File: src/rtl/iterative_mul_div_unit.sv
// Multi-cycle HI/LO multiply/divide unit.
// The multiplier is a radix-2^MUL_STEP shift-add iterator. The divider is a
// 1-bit/cycle restoring divider. Both work on operand magnitudes. A single
// FIXUP cycle applies the sign correction, adds or subtracts for the MADD and
// MSUB families, and commits {hi,lo}.
module iterative_mul_div_unit #(
  parameter int WIDTH    = 32,
  parameter int MUL_STEP = 4
) (
  input  logic             clock,
  input  logic             reset,
  input  logic [WIDTH-1:0] operand1,
  input  logic [WIDTH-1:0] operand2,
  input  logic [3:0]       operation,
  input  logic             start,
  input  logic             cancel,
  output logic             busy,
  output logic             done,
  output logic             divByZero,
  output logic [WIDTH-1:0] dataRead
);

  localparam logic [3:0] OP_RD_HI = 4'd0;
  localparam logic [3:0] OP_RD_LO = 4'd1;
  localparam logic [3:0] OP_WR_HI = 4'd2;
  localparam logic [3:0] OP_WR_LO = 4'd3;
  localparam logic [3:0] OP_MUL   = 4'd4;
  localparam logic [3:0] OP_MULU  = 4'd5;
  localparam logic [3:0] OP_DIV   = 4'd6;
  localparam logic [3:0] OP_DIVU  = 4'd7;
  localparam logic [3:0] OP_MADD  = 4'd8;
  localparam logic [3:0] OP_MADDU = 4'd9;
  localparam logic [3:0] OP_MSUB  = 4'd10;
  localparam logic [3:0] OP_MSUBU = 4'd11;

  localparam int MUL_ITERS = WIDTH / MUL_STEP;
  localparam int CNT_W     = $clog2(WIDTH + 1);
  localparam int PW        = WIDTH + MUL_STEP;

  typedef enum logic [1:0] {
    IDLE     = 2'd0,
    MUL_ITER = 2'd1,
    DIV_ITER = 2'd2,
    FIXUP    = 2'd3
  } state_t;

  state_t state, state_next;

  // Architectural registers
  logic [WIDTH-1:0] hi, lo;

  // Latched command
  logic [3:0]       op_q;
  logic             sign_a, sign_b, dbz;
  logic [CNT_W-1:0] count;

  // Iteration datapath
  logic [WIDTH-1:0]   mcand, divisor, quo, rem;
  logic [2*WIDTH-1:0] prod;

  // Decode / control
  logic             is_mul_op, is_div_op, signed_op;
  logic             load_cmd, wr_hi, wr_lo, commit;
  logic             sign1, sign2;
  logic [WIDTH-1:0] mag1, mag2;

  // Step and fixup results
  logic [MUL_STEP-1:0]         mul_digit;
  logic [PW-1:0]               mul_sum;
  logic [2*WIDTH+MUL_STEP-1:0] mul_wide;
  logic [2*WIDTH-1:0]          prod_next;
  logic [WIDTH:0]              div_shift, div_diff;
  logic [WIDTH-1:0]            rem_next, quo_next;
  logic [2*WIDTH-1:0]          prod_fix, result;
  logic [WIDTH-1:0]            quo_fix, rem_fix;

  // Two's-complement negate of a WIDTH-bit value when neg is set
  function automatic logic [WIDTH-1:0] negate_w(input logic [WIDTH-1:0] v, input logic neg);
    logic [WIDTH-1:0] r;
    r = v;
    if (neg) r = ~v + {{(WIDTH-1){1'b0}}, 1'b1};
    return r;
  endfunction

  // Two's-complement negate of a 2*WIDTH-bit value when neg is set
  function automatic logic [2*WIDTH-1:0] negate_2w(input logic [2*WIDTH-1:0] v, input logic neg);
    logic [2*WIDTH-1:0] r;
    r = v;
    if (neg) r = ~v + {{(2*WIDTH-1){1'b0}}, 1'b1};
    return r;
  endfunction

  // Classify the incoming operation code
  always_comb begin
    is_mul_op = 1'b0;
    is_div_op = 1'b0;
    case (operation)
      OP_MUL, OP_MULU, OP_MADD, OP_MADDU, OP_MSUB, OP_MSUBU: is_mul_op = 1'b1;
      OP_DIV, OP_DIVU:                                       is_div_op = 1'b1;
      default: ;
    endcase
  end

  // Even codes in the arithmetic range are the signed variants
  assign signed_op = ~operation[0];
  assign sign1     = signed_op & operand1[WIDTH-1];
  assign sign2     = signed_op & operand2[WIDTH-1];
  assign mag1      = negate_w(operand1, sign1);
  assign mag2      = negate_w(operand2, sign2);

  // Shift-add multiply step: retire MUL_STEP multiplier bits from prod's low half
  assign mul_digit = prod[MUL_STEP-1:0];
  assign mul_sum   = PW'(prod[2*WIDTH-1:WIDTH]) + PW'(mcand) * PW'(mul_digit);
  assign mul_wide  = {mul_sum, prod[WIDTH-1:0]};
  assign prod_next = mul_wide[2*WIDTH+MUL_STEP-1:MUL_STEP];

  // Restoring divide step: shift in the next dividend bit, keep the
  // difference only when it did not go negative
  assign div_shift = {rem, quo[WIDTH-1]};
  assign div_diff  = div_shift - {1'b0, divisor};
  assign rem_next  = div_diff[WIDTH] ? div_shift[WIDTH-1:0] : div_diff[WIDTH-1:0];
  assign quo_next  = {quo[WIDTH-2:0], ~div_diff[WIDTH]};

  // Sign correction and accumulate for the commit in FIXUP
  always_comb begin
    prod_fix = negate_2w(prod, sign_a ^ sign_b);
    quo_fix  = negate_w(quo, sign_a ^ sign_b);
    rem_fix  = negate_w(rem, sign_a);
    result   = prod_fix;
    case (op_q)
      OP_MADD, OP_MADDU: result = {hi, lo} + prod_fix;
      OP_MSUB, OP_MSUBU: result = {hi, lo} - prod_fix;
      OP_DIV, OP_DIVU:   result = {rem_fix, quo_fix};
      default:           result = prod_fix;
    endcase
  end

  // FSM state register
  always_ff @(posedge clock or negedge reset) begin
    if (!reset) state <= IDLE;
    else        state <= state_next;
  end

  // FSM next state and per-cycle control strobes
  always_comb begin
    state_next = state;
    load_cmd   = 1'b0;
    wr_hi      = 1'b0;
    wr_lo      = 1'b0;
    commit     = 1'b0;
    case (state)
      IDLE: begin
        if (start) begin
          if (operation == OP_WR_HI) begin
            wr_hi = 1'b1;
          end else if (operation == OP_WR_LO) begin
            wr_lo = 1'b1;
          end else if (is_mul_op) begin
            load_cmd   = 1'b1;
            state_next = MUL_ITER;
          end else if (is_div_op) begin
            load_cmd   = 1'b1;
            state_next = (operand2 == '0) ? FIXUP : DIV_ITER;
          end
        end
      end
      MUL_ITER, DIV_ITER: begin
        if (cancel)                       state_next = IDLE;
        else if (count == CNT_W'(1))      state_next = FIXUP;
      end
      FIXUP: begin
        state_next = IDLE;
        commit     = ~cancel;
      end
      default: state_next = IDLE;
    endcase
  end

  // Command latch and iteration datapath
  always_ff @(posedge clock or negedge reset) begin
    if (!reset) begin
      op_q    <= '0;
      sign_a  <= 1'b0;
      sign_b  <= 1'b0;
      dbz     <= 1'b0;
      count   <= '0;
      mcand   <= '0;
      divisor <= '0;
      quo     <= '0;
      rem     <= '0;
      prod    <= '0;
    end else if (load_cmd) begin
      op_q    <= operation;
      sign_a  <= sign1;
      sign_b  <= sign2;
      dbz     <= is_div_op & (operand2 == '0);
      count   <= is_mul_op ? CNT_W'(MUL_ITERS) : CNT_W'(WIDTH);
      mcand   <= mag1;
      divisor <= mag2;
      quo     <= mag1;
      rem     <= '0;
      prod    <= {{WIDTH{1'b0}}, mag2};
    end else if (state == MUL_ITER) begin
      prod  <= prod_next;
      count <= count - CNT_W'(1);
    end else if (state == DIV_ITER) begin
      rem   <= rem_next;
      quo   <= quo_next;
      count <= count - CNT_W'(1);
    end
  end

  // HI/LO: direct writes from IDLE, otherwise the FIXUP commit
  always_ff @(posedge clock or negedge reset) begin
    if (!reset) begin
      hi <= '0;
      lo <= '0;
    end else if (wr_hi) begin
      hi <= operand1;
    end else if (wr_lo) begin
      lo <= operand1;
    end else if (commit && !dbz) begin
      hi <= result[2*WIDTH-1:WIDTH];
      lo <= result[WIDTH-1:0];
    end
  end

  // Completion pulse one cycle after the commit edge
  always_ff @(posedge clock or negedge reset) begin
    if (!reset) begin
      done      <= 1'b0;
      divByZero <= 1'b0;
    end else begin
      done      <= commit;
      divByZero <= commit & dbz;
    end
  end

  assign busy = (state != IDLE);

  // Read port always shows committed HI/LO
  always_comb begin
    dataRead = '0;
    if (operation == OP_RD_HI)      dataRead = hi;
    else if (operation == OP_RD_LO) dataRead = lo;
  end

endmodule

File: config.mk
export PLATFORM = sky130hd
export DESIGN_NAME = iterative_mul_div_unit
export DESIGN_NICKNAME = d
export VERILOG_FILES = /design/src/rtl/iterative_mul_div_unit.sv
export SDC_FILE = /design/constraint.sdc
export NUM_CORES = 1
export LEC_CHECK = 0
export BUFFER_PORTS_ARGS = -buffer_cell sky130_fd_sc_hd__buf_2
export CAP_MARGIN = 20
export CORE_MARGIN = 2
export CORE_UTILIZATION = 40
export CTS_CLUSTER_SIZE = 25
export DETAILED_ROUTE_END_ITERATION = 16
export PLACE_DENSITY = 0.55
export SYNTH_ARGS = -nofsm -noshare
export SYNTH_HDL_FRONTEND = slang
export SYNTH_SLANG_ARGS = --single-unit
export TNS_END_PERCENT = 10
File: constraint.sdc
create_clock -name clock -period 6.4 [get_ports clock]
set_input_delay 1.28 -clock clock [delete_from_list [all_inputs] [get_ports clock]]
set_output_delay 1.28 -clock clock [all_outputs]
set_load 0.02 [all_outputs]
; Yosys cells after proc, flatten, opt, wreduce, memory -nomap -nowiden
; Cells that the tools add are included.
[totals]
word_cells = 140
reg_bits = 273
out_inout_bits = 35
inputBits = 72
[op_classes]
muxes = 51
multipliers = 1
bitwise_logic = 14
n_eq_ne = 28
reduce_logical = 21
addsub = 10
[op_table]
columns = operator, n
row1 = two-way mux 32 bit, 18
row2 = two-way mux 64 bit, 3
row3 = case mux 64 bit (3 select lines), 1
row4 = adder 32 x 1 -> 32 bit (second input constant), 4
row5 = NOT 32 bit, 4
row6 = adder 64 x 1 -> 64 bit (second input constant), 1
row7 = adder 64 bit, 1
row8 = NOT 64 bit, 1
row9 = subtractor 64 bit, 1
row10 = adder 32 x 36 -> 36 bit, 1
row11 = multiplier 32 x 4 -> 36 bit, 1
row12 = subtractor 33 x 32 -> 33 bit, 1
row13 = equality test 4 bit (second input constant), 8
row14 = logical NOT 32 bit, 1
row15 = equality test 4 x 3 -> 1 bit (second input constant), 6
row16 = two-way mux 6 bit, 4
row17 = two-way mux 1 bit, 17
row18 = two-way mux 2 bit, 7
row19 = inequality test 2 bit (second input constant), 5
row20 = nonzero test 2 bit, 5
row21 = OR reduction 2 bit, 5
row22 = equality test 4 x 2 -> 1 bit (second input constant), 2
row23 = equality test 6 x 1 -> 1 bit (second input constant), 1
row24 = inequality test 3 bit (second input constant), 2
row25 = other kinds (16), 25

; Longest topological paths before layout
; Gate-level depths: netlist (run 1).
[logic_depth]
depth_word = 11
depth_mapped = 29
depth_no_buf = 25

; Worst setup path after synthesis (run 1)
; OpenSTA, ideal clock, no wires.
[synth_path]
kind = reg2reg
from = register prod[1]
to = register hi[25]
path_stages_with_launch = 27
n_path_buf = 2
arrival_time_ns = 6.000
t_required_ns = 6.272
synth_period_minus_slack_ns = 6.128
path_slack_ns = 0.272
setup_ns = 0.128
path_cell_list = dfrtp_1 clkbuf_1 buf_1 inv_1 ha_1 nor2b_1 nand2_2 o41ai_1 xor2_1 nand4_1 or3_1 or4_1 or2_1 o21ai_0 xnor2_1 ha_1 a21oi_1 o21bai_1 a21o_1 a21o_1 a311oi_1 a211o_1 a22o_1 a21oi_1 a41oi_1 xor2_1 o21ai_0
[synth_between]
elab_chain_len = 8
word_cells_on_any_way = 9
cone_classes = add/sub: 3 / mux: 5 / bitwise: 1
[synth_rtl]
columns = item, line
row1 = from (decl), 59  ; logic [2*WIDTH-1:0] prod;
row2 = from (signal assigned), 202  ; prod <= {{WIDTH{1'b0}}, mag2};
row3 = from (signal assigned), 204  ; prod <= prod_next;
row4 = NOT 64 bit, 89  ; if (neg) r = ~v + {{(2*WIDTH-1){1'b0}}, 1'b1};
row5 = adder 64 x 1 -> 64 bit, 89
row6 = two-way mux 64 bit (*), 89
row7 = subtractor 64 bit / adder 64 bit (equally long branches), "132, 131"
row8 = case mux 64 bit (3 select lines) (*), 130  ; case (op_q)
row9 = two-way mux 32 bit (*), 222  ; end else if (commit && !dbz) begin
row10 = two-way mux 32 bit (*), 220  ; end else if (wr_lo) begin
row11 = two-way mux 32 bit (*), 218  ; end else if (wr_hi) begin
row12 = to (signal assigned), 219  ; hi <= operand1;
row13 = to (signal assigned), 223  ; hi <= result[2*WIDTH-1:WIDTH];
row14 = to (decl), 50  ; logic [WIDTH-1:0] hi, lo;
; Every way passes the cells marked *; elsewhere a longest branch is shown, timed or not. The select of a mux whose other input is x is not followed.
; A chain may end at the register's enable or synchronous reset.

; Final worst setup path (run 1)
[layout_path]
from = register prod[16]
to = register hi[27]
; Same word-level chain as after synthesis.

==> flow_summary.json, run 1 <==
{
  "grt_setup_unrepaired": "yes",
  "r2r-start": "prod[16]",
  "cts.sink_count": 272,
  "critPathMostFrequentCell": "sky130_fd_sc_hd__buf_4",
  "clk_path_buf_depth": 3,
  "post_synth_mux_area_share_pct": 1.89,
  "post-place-ws_ns": -0.0194,
  "holdBufCountCts": 0,
  "finalNetCount": 4120,
  "final_design_area_no_fill_mm2": 0.0328,
  "critPathLaunchType": "flop",
  "critical_path.max_stage_delay_ns": 0.60,
  "cts_root_buf": "sky130_fd_sc_hd__clkbuf_16",
  "routed-wl-met2_mm": 51.2,
  "r2r_end": "hi[27]",
  "final_count_of_hold_timing_violations": 0,
  "tritoncts": "done",
  "worst-endpoint-required_ns": 6.87,
  "row_count": 98,
  "global_route_wire_length_before_repair_mm": 177,
  "fin_tns_setup_ns": 0,
  "vias_per_cell": 6.00,
  "result_of_the_run": "completed",
  "drv_slew": 0,
  "arrival_ns": 6.68,
  "synth.net_count": 3966,
  "syn-instance-count": 3647,
  "synth_compound_gate_area_share_pct": 25.2,
  "wl_per_cell_um": 24.9,
  "synthesis.area_per_instance_um2": 7.85,
  "finalSetupViolCount": 0,
  "met3WireLength_mm": 8.17,
  "end_kind": "flop",
  "detailedRoute.firstIterationViolations": 2936,
  "hold_ws_ns": 0.486,
  "insertion_delay_ns": 0.59,
  "min_from": "divisor[0]",
  "first_global_vias": 26800,
  "synth_area_leader_cell": "sky130_fd_sc_hd__dfrtp_1",
  "post_route_cells_drive_above_1_share_pct": 12.2,
  "cp_slowest_cell": "sky130_fd_sc_hd__or4_4",
  "post_synth_simple_gate_area_pct": 19.7,
  "synth_top_family_by_area": "compound AO/OA/AOI/OAI gates",
  "synth-async-reset-ratio_pct": 100,
  "worstRegToRegCells": 24,
  "synthMostInstantiatedCell": "sky130_fd_sc_hd__a21oi_1",
  "max_slew.worst_pin.slew_ns": 1.03,
  "post_drt_antenna_nets": 0,
  "max_slew_margin_pct": 30.7,
  "timing_worst_setup_path_type": "reg -> reg",
  "worst_hold_path.num_cells": 2,
  "gr-total-overflow": 0,
  "ys.flop_type": "sky130_fd_sc_hd__dfrtp_1",
  "reg2reg_setup_slack_ns": 0.19,
  "yosys.area_share.xor_xnor_pct": 10.9,
  "remaining_drc_errors": 0,
  "number_of_antenna_violations_at_the_first_check_in_global_routing": 5,
  "ioPinCount": 107,
  "drt_wl_total_mm": 119,
  "netlist-cell-type-count": 93,
  "detail_route.wirelength.met1_mm": 53.5,
  "placement.io_buffers": 106,
  "floorplan.initialDensity_pct": 40.3,
  "layout-area-overhead-vs-synth_pct": 14.6,
  "core_mm2": 0.0711,
  "worst-path-max-fanout": 5,
  "gp_congestion": 1.04,
  "vias": 28700,
  "final_cycle_utilization_of_the_critical_path_pct": 97.0,
  "clkSlewWorstSetupHoldPaths_ns": 0.06,
  "worst_clk_skew_ns": 0.0363,
  "hpwlAfterDp_mm": 93.4,
  "die_h_um": 272,
  "holdCritPathClass": "reg -> reg",
  "worst_slack_ns": 0.191,
  "min_period_ns": 6.21,
  "cts_inserted_buffers": 39,
  "hold-path-endpoint": "divisor[0]",
  "synth_top_cells_by_area": "sky130_fd_sc_hd__dfrtp_1 (24%), sky130_fd_sc_hd__a21oi_1 (7.0%), sky130_fd_sc_hd__ha_1 (6.7%)",
  "max-cap-violations": 0,
  "die_outline_area_mm2": 0.0737,
  "synth_adder_area_share_pct": 13.2,
  "ys_seq_elements": 272,
  "top_layer_used": "met5",
  "yosys_warnings": 0,
  "place_area_mm2": 0.0313,
  "synth.top_cells.by_count": "sky130_fd_sc_hd__a21oi_1 (399), sky130_fd_sc_hd__nand2_1 (370), sky130_fd_sc_hd__nor2_1 (313), sky130_fd_sc_hd__dfrtp_1 (272), sky130_fd_sc_hd__o21ai_0 (214)",
  "worstPathCellList": "or4_4 -> nor4_4 -> buf_4 -> nand3_2 -> o41a_1 -> xnor2_2 -> nand3b_1 -> or4_4 -> or2_1 -> o21ai_1 -> xnor2_1 -> ha_1 -> nand2_1 -> nor2_1 -> nand2_1 -> or2_2 -> a2111oi_2 -> o21ai_1 -> buf_4 -> and2_1 -> buf_4 -> o2111ai_1 -> o211ai_1 -> mux2_2",
  "synth_enable_flop_cells": 0,
  "fmaxAchievable_ghz": 0.161,
  "drt_first_pass_iters": 6,
  "cts_h_tree_depth": 2,
  "die_w_um": 272,
  "synth_top_area_share_pct": 23.8,
  "synth.yosys.seq_area_share_pct": 23.8,
  "summed_instance_area_of_the_synthesized_netlist_mm2": 0.0286,
  "grt_util_all_layers_pct": 31.7,
  "maximum_number_of_pins_on_one_net_before_global_route_repair": 130
}
worst max-delay path, delay by kind of cell (launching register included):
kind            cells  cell delay [ns]
buf+inv             3             0.50
mux                 1             0.27
simple gates       11             2.89
flops               1             0.44
xor+xnor            2             0.39
compound gates      6             1.32
fa+ha+maj           1             0.29
cells in the final DEF (no fill, tap or decap), drive strengths merged, types with 23 or more instances in the layout:
cell    instances
a21oi         399
nand2         371
buf           334
nor2          314
dfrtp         272
o21ai         215
xnor2         192
inv           182
xor2          161
ha            154
fa             93
a21o           88
and2           80
nor3           77
and3           63
o22ai          58
a31oi          56
mux2i          53
a211oi         53
clkbuf         52
o31ai          47
nand3          46
nor4           42
a22o           35
nand4          32
or3            31
nand2b         27
nor2b          26
o21bai         23
routing by layer:
| metal | vias up | track usage (%) |
|---|---|---|
| met2 | 1160 | 47.8 |
| met3 | 211 | 3.80 |
| met5 | - | 0 |
| li1 | 13300 | - |
| met1 | 14000 | 45.3 |
| met4 | 4 | 14.1 |
state kept, by name, summed over array words and instances (netlist names):
| signal | flops |
|---|---|
| dbz | 1 |
| mcand | 32 |
| lo | 32 |
| prod | 64 |
| quo | 32 |
| divByZero | 1 |
| state | 2 |
| op_q | 3 |
| sign_b | 1 |
| count | 6 |
| hi | 32 |
| done | 1 |
| sign_a | 1 |
| rem | 32 |
| divisor | 32 |
layout make-up:
cell class	count	area, µm²
sequential	272	6810
clock inverter	15	223
clock buffer	52	1110
multi-input combinational	2972	20500
antenna	3	7.51
tap	950	1190
timing repair buffer	334	2280
fill	7245	38300
inverter	182	683
worst max-delay path by stage:
stage | cells past startpoint | startpoint | slack (ns) | end
after floorplan | 26 | prod[1] | 0.27 | hi[25]
after global placement | 23 | prod[28] | -0.09 | hi[20]
after detailed placement | 23 | prod[28] | -0.02 | hi[20]
after CTS | 25 | sign_b | 0.06 | hi[27]
after global routing | 24 | prod[16] | -0.1 | hi[27]
final | 24 | prod[16] | 0.19 | hi[27]
through the flow:
stage               utilization, %  cells
floorplan                        -   3647
detailed placement            44.0   4708
global route                  46.1   4777
finish                        46.1   4780
CTS                           45.9   4775
global placement              44.0   4708
timing repair:
action                     in CTS  in global routing
gates resized for setup         1                 33
pin swaps                       0                  7
setup endpoints to repair       2                 22
buffers inserted                0                  2
kinds of logic (layout without fill, tap and decap cells):
family	count (synthesis)	in the layout
xor gates and xnor gates	353	353
adders and majority gates	247	247
AOI/OAI and AO/OA	1150	1150
other	0	3
and+or+nand+nor	1168	1168
muxes	54	54
DFF	272	272
buffers and inverters	403	583
Power of run 1 is not shown: default switching activity piles up to over one toggle a cycle in this logic, so the estimate is an artifact.
==> run 2, diff against run 1 <==
- CORE_ASPECT_RATIO: not set -> 0.5
==> flow_summary.json, run 2 (synthesized netlist as in run 1, its figures left out) <==
{
  "holdCritPathClass": "reg -> reg",
  "layout-area-overhead-vs-synth_pct": 15.4,
  "number_of_antenna_violations_at_the_first_check_in_global_routing": 8,
  "post_drt_antenna_nets": 0,
  "die_outline_area_mm2": 0.0739,
  "finalSetupViolCount": 0,
  "vias": 29400,
  "die_h_um": 193,
  "ioPinCount": 107,
  "core_mm2": 0.0709,
  "tritoncts": "done",
  "finalNetCount": 4177,
  "clk_path_buf_depth": 3,
  "worstRegToRegCells": 26,
  "gp_congestion": 1.08,
  "layout.core_utilization_pct": 46.6,
  "reg2reg_setup_slack_ns": 0.17,
  "timing_worst_setup_path_type": "reg -> reg",
  "worst-endpoint-required_ns": 6.89,
  "detailedRoute.firstIterationViolations": 3446,
  "critPathLaunchType": "flop",
  "drv_slew": 0,
  "layout_commonest_cell": "sky130_fd_sc_hd__a21oi_1",
  "hpwlAfterDp_mm": 105,
  "worst_clk_skew_ns": 0.0161,
  "wl_per_cell_um": 27.2,
  "cts_h_tree_depth": 1,
  "final_count_of_hold_timing_violations": 0,
  "final_cell_mix": "sky130_fd_sc_hd__a21oi_1 (397), sky130_fd_sc_hd__nand2_1 (370), sky130_fd_sc_hd__nor2_1 (313), sky130_fd_sc_hd__buf_4 (287), sky130_fd_sc_hd__dfrtp_1 (272)",
  "max-cap-violations": 0,
  "final_cycle_utilization_of_the_critical_path_pct": 97.3,
  "grt_setup_unrepaired": "yes",
  "r2r_end": "hi[28]",
  "clkSlewWorstSetupHoldPaths_ns": 0.07,
  "fmaxAchievable_ghz": 0.161,
  "max_slew_margin_pct": 19.9,
  "largest_register_ffs": 64,
  "drt_first_pass_iters": 8,
  "max_slew.worst_pin.slew_ns": 1.19,
  "row_count": 69,
  "grt_util_all_layers_pct": 35.1,
  "worst_hold_path.num_cells": 2,
  "cts_inserted_buffers": 31,
  "floorplan.initialDensity_pct": 40.4,
  "global_route_wire_length_before_repair_mm": 191,
  "remaining_drc_errors": 0,
  "register_with_the_highest_flop_count": "prod",
  "drt_wl_total_mm": 132,
  "die_w_um": 382,
  "holdBufCountCts": 0,
  "placement.io_buffers": 106,
  "arrival_ns": 6.72,
  "vias_per_cell": 6.08,
  "result_of_the_run": "completed",
  "cts.sink_count": 272,
  "min_from": "divisor[0]",
  "hold-path-endpoint": "divisor[0]",
  "insertion_delay_ns": 0.63,
  "first_global_vias": 27300,
  "end_kind": "flop",
  "min_period_ns": 6.23,
  "cts_root_buf": "sky130_fd_sc_hd__clkbuf_16",
  "gr-total-overflow": 0,
  "maximum_number_of_pins_on_one_net_before_global_route_repair": 133,
  "worst-path-max-fanout": 6,
  "r2r-start": "prod[28]",
  "post_route_cells_drive_above_1_share_pct": 13.2
}
[run 2: critical path, cell delays in order (launching register included)]
cell and delay (ns):
sky130_fd_sc_hd__dfrtp_1 0.38, sky130_fd_sc_hd__or4_1 0.63, sky130_fd_sc_hd__nor3_4 0.36, sky130_fd_sc_hd__and4_1 0.31, sky130_fd_sc_hd__buf_4 0.13, sky130_fd_sc_hd__a31oi_1 0.09
sky130_fd_sc_hd__xnor2_1 0.28, sky130_fd_sc_hd__buf_4 0.19, sky130_fd_sc_hd__nand4_1 0.12, sky130_fd_sc_hd__or4b_4 0.65, sky130_fd_sc_hd__buf_4 0.19, sky130_fd_sc_hd__nor3_1 0.22
sky130_fd_sc_hd__a31oi_1 0.13, sky130_fd_sc_hd__xor2_1 0.20, sky130_fd_sc_hd__ha_1 0.33, sky130_fd_sc_hd__a21o_1 0.19, sky130_fd_sc_hd__a21o_1 0.17, sky130_fd_sc_hd__a21oi_1 0.24
sky130_fd_sc_hd__nand2_1 0.11, sky130_fd_sc_hd__a21oi_1 0.13, sky130_fd_sc_hd__a21oi_1 0.06, sky130_fd_sc_hd__o31ai_1 0.10, sky130_fd_sc_hd__buf_4 0.19, sky130_fd_sc_hd__o21ai_0 0.14
sky130_fd_sc_hd__a31oi_1 0.26, sky130_fd_sc_hd__xor2_1 0.17, sky130_fd_sc_hd__o221ai_1 0.13
[run 2: what timing repair did]
action / CTS / global route
setup endpoints to repair: 2 / 15
setup buffers: 0 / 1
pin swaps: 0 / 5
gates resized for setup: 1 / 22
[run 2: routing by layer]
| layer | GRT usage, % | routed length [µm] |
|---|---|---|
| met2 | 47.4 | 50200 |
| met5 | 0 | 42 |
| met1 | 52.3 | 62100 |
| met4 | 9.31 | 3850 |
| met3 | 11.8 | 15300 |
[run 2: cell type report]
| type | instances | area (µm²) |
|---|---|---|
| repair buffers | 399 | 2800 |
| multi-input cells | 2972 | 20500 |
| flip-flops and latches | 272 | 6810 |
| well taps | 958 | 1200 |
| clock inverters | 18 | 259 |
| clock buffers | 39 | 826 |
| fillers | 7179 | 37800 |
| diodes | 3 | 7.51 |
| inverters | 182 | 683 |
[run 2: stage by stage]
| stage | setup slack, ns | cells | hold slack [ns] | TNS, ns | instance area, µm² |
|---|---|---|---|---|---|
| floorplan | 0.272 | 3647 | 0.452 | 0 | 28600 |
| global placement | 0.0403 | 4781 | 0.475 | 0 | 31800 |
| detailed placement | -0.0248 | 4781 | 0.479 | -0.0248 | 31800 |
| CTS | 0.0469 | 4838 | 0.499 | 0 | 32900 |
| global route | -0.0894 | 4840 | 0.543 | -0.298 | 33000 |
| finish | 0.170 | 4843 | 0.499 | 0 | 33000 |
[run 2: worst max-delay path by stage]
| stage | startpoint | to | slack (ns) | cells past startpoint |
|---|---|---|---|---|
| 2_1_floorplan | prod[1] | hi[25] | 0.27 | 26 |
| 3_3_place_gp | prod[16] | hi[31] | 0.04 | 25 |
| 3_5_place_dp | prod[16] | hi[31] | -0.02 | 25 |
| 4_1_cts | prod[21] | hi[24] | 0.05 | 24 |
| 5_1_grt | prod[3] | hi[28] | -0.09 | 25 |
| 6_report | prod[28] | hi[28] | 0.17 | 26 |
Power of run 2 is left out for the same reason.
